$ cat config.mk
export PLATFORM = sky130hd
export DESIGN_NAME = dut_step_sequencer
export DESIGN_NICKNAME = d
export VERILOG_FILES = /design/src/rtl/dut_step_sequencer.sv
export SDC_FILE = /design/constraint.sdc
export NUM_CORES = 1
export LEC_CHECK = 0
export ABC_AREA = 1
export CAP_MARGIN = 10
export CORE_MARGIN = 8
export CORE_UTILIZATION = 25
export DETAILED_ROUTE_END_ITERATION = 10
export HOLD_SLACK_MARGIN = 0.05
export PLACE_DENSITY_LB_ADDON = 0.3
export SLEW_MARGIN = 10
export SYNTH_ARGS = -nofsm -noshare
export SYNTH_HDL_FRONTEND = slang
export SYNTH_SLANG_ARGS = --single-unit
$ cat constraint.sdc
create_clock -name clk -period 3.2 [get_ports clk]
set_input_delay 0.64 -clock clk [delete_from_list [all_inputs] [get_ports clk]]
set_output_delay 0.64 -clock clk [all_outputs]
set_load 0.05 [all_outputs]
$ cat src/rtl/dut_step_sequencer.sv
// One DUT step per H2C packet: gate intake, clock the DUT for N cycles, settle,
// strobe a C2H capture, then wait (with watchdog) for the C2H transfer.
module dut_step_sequencer #(
    parameter int CYC_WIDTH      = 16,
    parameter int SETTLE_CYCLES  = 0,
    parameter int TIMEOUT_CYCLES = 4096,
    parameter int STEP_CNT_WIDTH = 32
) (
    input  logic                      clk,
    input  logic                      rst_n,
    input  logic                      h2c_pkt_done,
    input  logic                      c2h_done,
    input  logic [CYC_WIDTH-1:0]      cfg_step_cycles,
    input  logic                      err_clear,
    output logic                      ctrl_h2c_en,
    output logic                      dut_clk_en,
    output logic                      ctrl_c2h_capture,
    output logic                      busy,
    output logic [STEP_CNT_WIDTH-1:0] step_count,
    output logic                      err_unexpected,
    output logic                      err_timeout
);

    // state   | meaning
    // IDLE    | h2c intake open, waiting for a packet
    // RUN     | DUT clock enabled, run_cnt counts down the remaining cycles
    // SETTLE  | DUT clock stopped, settle_cnt counts down before capture
    // CAPTURE | single-cycle capture strobe to c2h
    // DRAIN   | waiting for c2h_done, watchdog counting down
    typedef enum logic [2:0] {
        S_IDLE,
        S_RUN,
        S_SETTLE,
        S_CAPTURE,
        S_DRAIN
    } state_t;

    localparam int WD_WIDTH = $clog2(TIMEOUT_CYCLES + 1);
    localparam logic [CYC_WIDTH-1:0]      CYC_ONE     = CYC_WIDTH'(1);
    localparam logic [3:0]                SETTLE_LOAD = 4'(SETTLE_CYCLES);
    localparam logic [WD_WIDTH-1:0]       WD_LOAD     = WD_WIDTH'(TIMEOUT_CYCLES);
    localparam logic [WD_WIDTH-1:0]       WD_ONE      = WD_WIDTH'(1);
    localparam logic [STEP_CNT_WIDTH-1:0] STEP_ONE    = STEP_CNT_WIDTH'(1);

    state_t                    state_q;
    logic [CYC_WIDTH-1:0]      run_cnt_q;
    logic [3:0]                settle_cnt_q;
    logic [WD_WIDTH-1:0]       wd_cnt_q;
    logic                      done_pend_q;
    logic                      h2c_en_q;
    logic                      clk_en_q;
    logic                      capture_q;
    logic                      busy_q;
    logic [STEP_CNT_WIDTH-1:0] step_q;
    logic                      err_unexp_q;
    logic                      err_to_q;

    logic [CYC_WIDTH-1:0] run_load_d;
    logic                 drain_done_d;
    logic                 unexp_set_d;
    logic                 timeout_set_d;

    always_comb begin
        run_load_d    = (cfg_step_cycles == '0) ? CYC_ONE : cfg_step_cycles;
        // A c2h_done seen during CAPTURE is remembered so DRAIN can exit at once.
        drain_done_d  = c2h_done | done_pend_q;
        unexp_set_d   = h2c_pkt_done && (state_q != S_IDLE);
        timeout_set_d = (state_q == S_DRAIN) && !drain_done_d && (wd_cnt_q == WD_ONE);
    end

    always_ff @(posedge clk or negedge rst_n) begin
        if (!rst_n) begin
            state_q      <= S_IDLE;
            run_cnt_q    <= '0;
            settle_cnt_q <= '0;
            wd_cnt_q     <= '0;
            done_pend_q  <= 1'b0;
            h2c_en_q     <= 1'b1;
            clk_en_q     <= 1'b0;
            capture_q    <= 1'b0;
            busy_q       <= 1'b0;
            step_q       <= '0;
            err_unexp_q  <= 1'b0;
            err_to_q     <= 1'b0;
        end else begin
            if (unexp_set_d) begin
                err_unexp_q <= 1'b1;
            end else if (err_clear) begin
                err_unexp_q <= 1'b0;
            end
            if (timeout_set_d) begin
                err_to_q <= 1'b1;
            end else if (err_clear) begin
                err_to_q <= 1'b0;
            end

            case (state_q)
                S_IDLE: begin
                    if (h2c_pkt_done) begin
                        run_cnt_q <= run_load_d;
                        state_q   <= S_RUN;
                        h2c_en_q  <= 1'b0;
                        busy_q    <= 1'b1;
                        clk_en_q  <= 1'b1;
                    end
                end
                S_RUN: begin
                    run_cnt_q <= run_cnt_q - CYC_ONE;
                    if (run_cnt_q == CYC_ONE) begin
                        clk_en_q <= 1'b0;
                        if (SETTLE_CYCLES == 0) begin
                            state_q   <= S_CAPTURE;
                            capture_q <= 1'b1;
                        end else begin
                            state_q      <= S_SETTLE;
                            settle_cnt_q <= SETTLE_LOAD;
                        end
                    end
                end
                S_SETTLE: begin
                    settle_cnt_q <= settle_cnt_q - 4'd1;
                    if (settle_cnt_q == 4'd1) begin
                        state_q   <= S_CAPTURE;
                        capture_q <= 1'b1;
                    end
                end
                S_CAPTURE: begin
                    capture_q   <= 1'b0;
                    state_q     <= S_DRAIN;
                    wd_cnt_q    <= WD_LOAD;
                    done_pend_q <= c2h_done;
                end
                S_DRAIN: begin
                    if (drain_done_d) begin
                        state_q     <= S_IDLE;
                        h2c_en_q    <= 1'b1;
                        busy_q      <= 1'b0;
                        done_pend_q <= 1'b0;
                        step_q      <= step_q + STEP_ONE;
                    end else if (wd_cnt_q == WD_ONE) begin
                        state_q     <= S_IDLE;
                        h2c_en_q    <= 1'b1;
                        busy_q      <= 1'b0;
                        done_pend_q <= 1'b0;
                    end else begin
                        wd_cnt_q <= wd_cnt_q - WD_ONE;
                    end
                end
                default: begin
                    state_q     <= S_IDLE;
                    h2c_en_q    <= 1'b1;
                    busy_q      <= 1'b0;
                    clk_en_q    <= 1'b0;
                    capture_q   <= 1'b0;
                    done_pend_q <= 1'b0;
                end
            endcase
        end
    end

    assign ctrl_h2c_en      = h2c_en_q;
    assign dut_clk_en       = clk_en_q;
    assign ctrl_c2h_capture = capture_q;
    assign busy             = busy_q;
    assign step_count       = step_q;
    assign err_unexpected   = err_unexp_q;
    assign err_timeout      = err_to_q;

endmodule

==> metrics.txt, run 1 <==
most common cell in the netlist=nand2_1; row count=50; initial antenna violation count=0; Initial Utilization=approximately 25%; met2 Use GR=17.4%; CP Class=reg2out; Root Driver=clkbuf_16; HP Class=in2async; synthesized flop and latch total=75; total track usage=between 10% and 20%; crit end category=output pin; Die W=~150 um; CP top delay family=buffers and inverters; fin. max-slew vios=0; Syn Area/Cell=6.90 um^2; Async SR Flop Fraction=100%; cell taking the most area after synthesis=dfrtp_1; worst-margin pin slew=between 0.6 and 0.7 ns; Post-synth EDFFs=0; Post-CTS Hold Fix Bufs=0; TritonCTS clock tree=done; GPL Wtd Cong=0.809; final WL=12300 um; required time of the worst setup path=2.56 ns; register area share after synthesis=40.2%; Lkg Pwr=0.00279 uW; met1 Resource Use GR=14.6%; Yosys warnings=0; Synth cell types=37; layout cells sized above 1=4.83%; area delta synth->final=24.4%; slowest CP cell=clkdlybuf4s50_1; Die Area=23300 um^2; CP Cell Sequence=clkdlybuf4s50_1; clock buffer depth=2; skew final=0.00820 ns; ANT nets after route=0; synth cell count leaders=nand2_1, nor2_1, dfrtp_1; global-route wire length before repair=21100 um; # setup viols final=0; area of the mapped netlist=roughly 4700 um^2; slowest stage delay, CP=0.87 ns; Post-Syn Instances=678; DRT Pass-1 Iters=5; PortBufs=58; syn_nets=706; Net count, final=770; status=finished clean; Max-slew headroom=a little over half; post-DP HPWL=approximately 9600 um; Die H=153 um; clock slew at reported path FFs=0.06 ns; worst path bufs/invs=1; WL/cell=about 13 um; # Max-Cap Violations=0; Final min period=2.35 ns; Comb pwr share=a little under half; Setup Buffers After CTS=0; total power=4720 uW; Fin. Hold Viols=0; CP Launch Type=register; grt peak-use layer=met2; # IOs=59; DRC violations left=0; TritonCTS Sinks=75; RSZ-0062 raised after global routing=no; synth top area cells=dfrtp_1, nand2_1, nor2_1; post-cts repair resize count=0; Reg power frac=roughly 32%; htree depth=3; vias in the first global route=4245; Sw Pwr=between 2000 and 2500 uW; CTS Buf Count=9; vias post-DR=4308; DR iter-0 viols=~190; internal power=2630 uW; post-synth top area share=39.6%; Clk pwr share=21.5%; part of the cycle the worst path needs=73.5%; fmax=between 400 and 500 MHz; largest net degree at the start of global routing=53; Core Box Area=18500 um^2; Filler Cell Count=around 2000; Via-to-Cell Ratio=around 4.4; crit path DAT=1.71 ns; worst-path maximum fanout=7; Primary FF master, synth=dfrtp_1; Total Neg Setup Slack=0 ns; Power Dens Cells=812 nW/um^2; worst ir drop on vdd=0.515 mV; gr ovfl total=0; Clk Latency, worst-skew pair=roughly 0.34 ns; switch share=between 40% and 50%; ANT cells=0; met3 usage=roughly 3.4%
## power groups by stage
stage | sequential [uW] | clock (uW) | combinational [uW]
global placement | 1540 | 0 | 2170
CTS | 1530 | 1060 | 2200
global route | 1570 | 1100 | 2530
detailed placement | 1530 | 0 | 2200
finish | 1530 | 1020 | 2180
floorplan | 1630 | 0 | 1570
## cells by family (layout without fill, tap and decap cells)
| family | count (synthesis) | count (layout) | share of synthesized area, % |
|---|---|---|---|
| adder cells (fa/ha/maj) | 7 | 7 | 1.87 |
| AND/OR/NAND/NOR | 460 | 460 | 42.0 |
| flip-flops | 75 | 75 | 40.2 |
| XOR/XNOR | 26 | 26 | 4.87 |
| buffers and inverters | 71 | 139 | 6.13 |
| AO/OA/AOI/OAI | 39 | 39 | 4.92 |
## metal layers
| layer | vias up | part of all wire, % | wire length (um) |
|---|---|---|---|
| li1 | 2256 | - | - |
| met1 | 1947 | 50 | 6160 |
| met2 | 97 | 44 | 5400 |
| met3 | 8 | 5.1 | 627 |
| met4 | 0 | 0.83 | 102 |
| met5 | - | 0 | 0 |
## stage by stage
step / utilization [%] / setup WS (ns) / hold WS [ns] / cells / area, um^2
6_report: 31.4 / 0.848 / 0.334 / 980 / 5810
5_1_grt: 31.4 / 0.796 / 0.387 / 980 / 5810
4_1_cts: 31.4 / 0.816 / 0.364 / 980 / 5810
3_5_place_dp: 29.8 / 0.849 / 0.462 / 965 / 5520
3_3_place_gp: 29.8 / 0.860 / 0.460 / 965 / 5520
2_1_floorplan: - / 1.29 / 0.344 / 678 / 4680
## placed cells by master, fill, tap and decap left out, types with 5 or more instances in the layout
master	netlist	layout
a21oi_1	5	5
clkbuf_16	0	9
clkdlybuf4s50_1	0	57
dfrtp_1	74	74
ha_1	7	7
inv_1	60	60
nand2_1	263	263
nand3_1	44	44
nand3b_1	17	17
nand4_1	5	5
nor2_1	110	110
o21ai_0	18	18
xor2_1	22	22
## sequential cells by signal, summed over array words and instances, names as in the netlist
register,flops
dut_clk_en,1
err_unexpected,1
ctrl_c2h_capture,1
settle_cnt_q,4
done_pend_q,1
step_count,32
err_timeout,1
run_cnt_q,16
state_q,3
busy,1
ctrl_h2c_en,1
wd_cnt_q,13
## path summary, 6_finish.rpt
path | from | end | slack, ns | depth (start not counted)
hold / removal | rst_n | step_count[4] | 0.33 | 1
setup / recovery | step_count[25] | step_count[25] | 0.85 | 1
setup reg to reg | state_q[2] | ctrl_c2h_capture | 1.39 | 6
max in group asynchronous | rst_n | wd_cnt_q[3] | 2.21 | 2
min in group clk | settle_cnt_q[3] | settle_cnt_q[3] | 0.47 | 1
hold reg to reg | settle_cnt_q[3] | settle_cnt_q[3] | 0.47 | 1
## cell type report
type / count / area [um^2] / share of cell area (%)
Multi-Input combinational cell: 532 / 2510 / 43.2
Sequential cell: 75 / 1880 / 32.3
Timing Repair Buffer: 61 / 601 / 10.3
Tap cell: 234 / 293 / 5.04
Clock buffer: 13 / 260 / 4.48
Inverter: 63 / 236 / 4.07
Clock inverter: 2 / 35.0 / 0.603
Note: power is estimated with default switching activity, not from simulation.
==> inputs of run 2 (changes only) <==
==> constraint.sdc (replaced) <==
create_clock -name clk -period 2 [get_ports clk]
set_input_delay 0.4 -clock clk [delete_from_list [all_inputs] [get_ports clk]]
set_output_delay 0.4 -clock clk [all_outputs]
set_load 0.05 [all_outputs]
==> run 2 against run 1 <==
Sequential power is 58% higher. Total power is 61% higher. Final cell count is 1.4% higher. Register-to-register slack worse by 1.1 ns. Hold slack better by 0.084 ns. Critical endpoint is now dut_clk_en. Largest cell class unchanged. First-iteration DRC count is 6.2% lower. Critical path depth stayed put. Clock-buffer cell count is 1 lower.
==> metrics.txt, run 2 (synthesis results as in run 1) <==
status=finished clean; CP Class=reg2out; slowest CP cell=clkdlybuf4s50_1; Die Area=23300 um^2; ANT nets after route=0; Root Driver=clkbuf_16; Via-to-Cell Ratio=4.45; worst r2r src=step_count[0]; Net count, final=between 700 and 800; required time of the worst setup path=1.60 ns; TritonCTS clock tree=done; fmax=516 MHz; clock slew at reported path FFs=approximately 0.060 ns; vias post-DR=between 4000 and 5000; Initial Utilization=25.2%; Lkg Pwr=0.00292 uW; Core Box Area=roughly 19000 um^2; fin. max-slew vios=0; worst ir drop on vdd=0.586 mV; Total Neg Setup Slack=0 ns; row count=50; Die W=153 um; initial antenna violation count=0; WL/cell=13.0 um; # setup viols final=0; vias in the first global route=4511; skew final=around 0.0091 ns; worst-margin pin slew=0.523 ns; CP top delay family=buffers and inverters; most frequent cells in the layout=nand2_1, nor2_1, dfrtp_1; gr ovfl total=0; worst path bufs/invs=1; worst-path maximum fanout=2; crit end category=output pin; final WL=12900 um; CP Launch Type=register; post-DP HPWL=just under 10000 um; Power Dens Cells=1300 nW/um^2; Setup Buffers After CTS=0; reg2reg end=step_count[24]; GPL Wtd Cong=0.817; global-route wire length before repair=22700 um; clock buffer depth=2; Final min period=just under 2 ns; FF-to-FF path depth=10; RSZ-0062 raised after global routing=no; Clk Latency, worst-skew pair=0.34 ns; commonest non-fill, non-tap cell in the layout=nand2_1; area delta synth->final=24.5%; # IOs=59; htree depth=3; layout cells sized above 1=10.4%; DR iter-0 viols=roughly 180; Die H=around 150 um; CP Cell Sequence=clkdlybuf4s50_1; HP Class=in2async; Largest register FFs=32; DRT Pass-1 Iters=5; crit path DAT=1.54 ns; Min Hold Slack=0.418 ns; slowest stage delay, CP=0.82 ns; Fin. Hold Viols=0; # Max-Cap Violations=0; Max-slew headroom=between 60% and 70%; PortBufs=58; part of the cycle the worst path needs=97.0%; total track usage=a little under an eighth; CTS Buf Count=9; TritonCTS Sinks=75; DRC violations left=0; largest net degree at the start of global routing=46; ANT cells=0; r2r setup slk=between 0.3 and 0.4 ns
## run 2: how the worst max path moves through the flow
stage | startpoint | endpoint | slack, ns | cells past startpoint
after global routing | ctrl_c2h_capture | ctrl_c2h_capture | 0.003 | 1
after floorplan | step_count[0] | step_count[14] | 0.09 | 10
final | dut_clk_en | dut_clk_en | 0.06 | 1
after CTS | dut_clk_en | dut_clk_en | 0.03 | 1
after detailed placement | c2h_done | step_count[24] | 0.06 | 10
after global placement | c2h_done | step_count[19] | 0.12 | 10
## run 2: worst register-to-register path: stages, from the launching register on
cell and delay (ns):
dfrtp_1 0.39, ha_1 0.25, inv_1 0.11, nor2_1 0.16, inv_1 0.11, nor2_4 0.13
nand2_2 0.10, nor2_4 0.15, nand3_1 0.09, nand2_1 0.07, inv_1 0.04
## run 2: layer usage
metal  vias up  track usage, %  wire length (um)
met5         -               0                 0
met4         0            3.63               167
met3        15            3.26               797
met2       119            18.9              5860
met1      2006            15.1              6060
li1       2280               -                 -
## run 2: metrics by stage
stage	area [um^2]	setup WS, ns	utilization [%]	instances	total power, uW
floorplan	4680	0.0878	-	678	5120
global placement	5550	0.118	30.0	978	6120
detailed placement	5550	0.0592	30.0	978	6130
CTS	5820	0.0316	31.4	994	7700
global route	5820	0.00292	31.4	994	8370
finish	5820	0.0601	31.4	994	7590
## run 2: power by group
group          switching [uW]  total [uW]  internal (uW)
logic                    2350        3680           1330
clock network             642        1500            862
registers                 442        2410           1970
## run 2: repair_timing
action | 4_1_cts | 5_1_grt
endpoints found under the hold margin | 6 | 0
hold buffers | 1 | 0
gates resized for setup | 3 | 0
endpoints found under the setup margin | 3 | 0
## run 2: cell type report
cell class | instances | area [um^2]
clock buffer | 12 | 246
clock inverter | 3 | 15.0
fill | 2056 | 12700
inverter | 63 | 236
multi-input combinational | 532 | 2510
sequential | 75 | 1880
tap | 234 | 293
timing repair buffer | 75 | 642
==> inputs of run 3 (changes only) <==
--- a/config.mk
+++ b/config.mk
@@ -8,9 +8,10 @@
 export ABC_AREA = 1
 export CAP_MARGIN = 10
 export CORE_MARGIN = 8
-export CORE_UTILIZATION = 25
+export CORE_UTILIZATION = 40
 export DETAILED_ROUTE_END_ITERATION = 10
 export HOLD_SLACK_MARGIN = 0.05
+export MAX_ROUTING_LAYER = met4
 export PLACE_DENSITY_LB_ADDON = 0.3
 export SLEW_MARGIN = 10
 export SYNTH_ARGS = -nofsm -noshare
==> run 3 against run 2 <==
Critical endpoint is now step_count[31]. First-iteration DRC count up 90%. Largest power group unchanged. Utilization up 18 points. Wire length down 9.2%. Total power down 1.6%. Sequential share of layout area up 0.91 points.
==> metrics.txt, run 3 (synthesis results as in run 1) <==
pre-CTS setup slack=0.00903 ns; final setup margin=roughly 0.065 ns; Largest register FFs=32; Via-to-Cell Ratio=4.95; post-cts repair resize count=0; Die W=124 um; Power Dens Cells=1320 nW/um^2; largest net degree at the start of global routing=34; CTS Buf Count=9; worst path bufs/invs=1; layout cells sized above 1=10.1%; Setup Buffers After CTS=0; worst-path maximum fanout=4; worst-margin pin slew=0.503 ns; most frequent cells in the layout=nand2_1, nor2_1, dfrtp_1; vias in the first global route=between 4000 and 5000; Clk pwr share=19.7%; Core Box Area=11400 um^2; # Max-Cap Violations=0; RSZ-0062 raised after global routing=no; Root Driver=clkbuf_16; ANT cells=0; Die Area=15400 um^2; required time of the worst setup path=between 1.5 and 2 ns; row count=39; DRC violations left=0; final WL=11700 um; DRT Pass-1 Iters=5; Die H=124 um; WL/cell=13.0 um; Initial Utilization=40.9%; slowest stage delay, CP=0.82 ns; commonest non-fill, non-tap cell in the layout=nand2_1; skew final=approximately 0.0073 ns; clock buffer depth=2; CP Class=reg2out; TritonCTS Sinks=75; Reg power frac=32.3%; HP Class=reg2reg; fin. max-slew vios=0; Filler Cell Count=1174; crit path DAT=1.54 ns; Max-slew headroom=between 60% and 70%; DR iter-0 viols=~340; final core occ=49.6%; Post-CTS Hold Fix Bufs=1; # setup viols final=0; CP Launch Type=register; area delta synth->final=21.1%; fmax=517 MHz; TritonCTS clock tree=done; slowest CP cell=clkdlybuf4s50_1; htree depth=3; post-DP HPWL=about 9000 um; vias post-DR=4444; Min Hold Slack=0.479 ns; internal power=about 4100 uW; global-route wire length before repair=19800 um; Fin. Hold Viols=0; ANT nets after route=0; CP top delay family=buffers and inverters; CP Cell Sequence=clkdlybuf4s50_1; total track usage=16.7%; Net count, final=778; Total Neg Setup Slack=0 ns; Lkg Pwr=0.00288 uW; initial antenna violation count=0; status=finished clean; Comb pwr share=48.1%; gr ovfl total=0; PortBufs=58; GPL Wtd Cong=0.891; # IOs=59; crit end category=output pin; clock slew at reported path FFs=0.06 ns; Sw Pwr=3400 uW; worst ir drop on vdd=0.783 mV; switch share=between 40% and 50%; part of the cycle the worst path needs=96.8%; Final min period=1.94 ns; Clk Latency, worst-skew pair=0.34 ns
[run 3: metal layers]
layer  track usage (%)  up-vias  routed length [um]
li1                  -     2276                   -
met1              21.0     2047                5500
met2              26.3      109                5450
met3              4.13       12                 618
met4              4.76        0                 136
met5                 -        -                   0
[run 3: path summary, 6_finish.rpt]
| check | depth (start not counted) | slack, ns | end | from |
|---|---|---|---|---|
| worst max-delay path | 1 | 0.06 | step_count[31] | step_count[31] |
| worst min-delay path | 1 | 0.48 | settle_cnt_q[3] | settle_cnt_q[3] |
| worst max register to register | 10 | 0.21 | step_count[24] | step_count[1] |
| worst min register to register | 1 | 0.48 | settle_cnt_q[3] | settle_cnt_q[3] |
| max in group asynchronous | 3 | 0.91 | ctrl_h2c_en | rst_n |
| min in group asynchronous | 2 | 0.52 | step_count[1] | rst_n |
[run 3: stage by stage]
step	instance area, um^2	std cells	power [uW]
floorplan	4680	678	5120
global placement	5390	881	5910
detailed placement	5390	881	6020
CTS	5660	898	7530
global route	5660	898	8150
finish	5660	898	7470
[run 3: final cells by class]
class	count	area, um^2	share of cell area [%]
multi-input combinational	532	2510	44.3
sequential	75	1880	33.2
timing repair buffer	69	596	10.5
inverter	63	236	4.18
clock buffer	11	233	4.11
tap	143	179	3.16
clock inverter	5	30.0	0.530
[run 3: power groups by stage]
stage | registers [uW] | clock network, uW | logic, uW
floorplan | 2610 | 0 | 2520
global placement | 2410 | 0 | 3500
detailed placement | 2420 | 0 | 3600
CTS | 2410 | 1510 | 3610
global route | 2480 | 1580 | 4090
finish | 2410 | 1470 | 3590
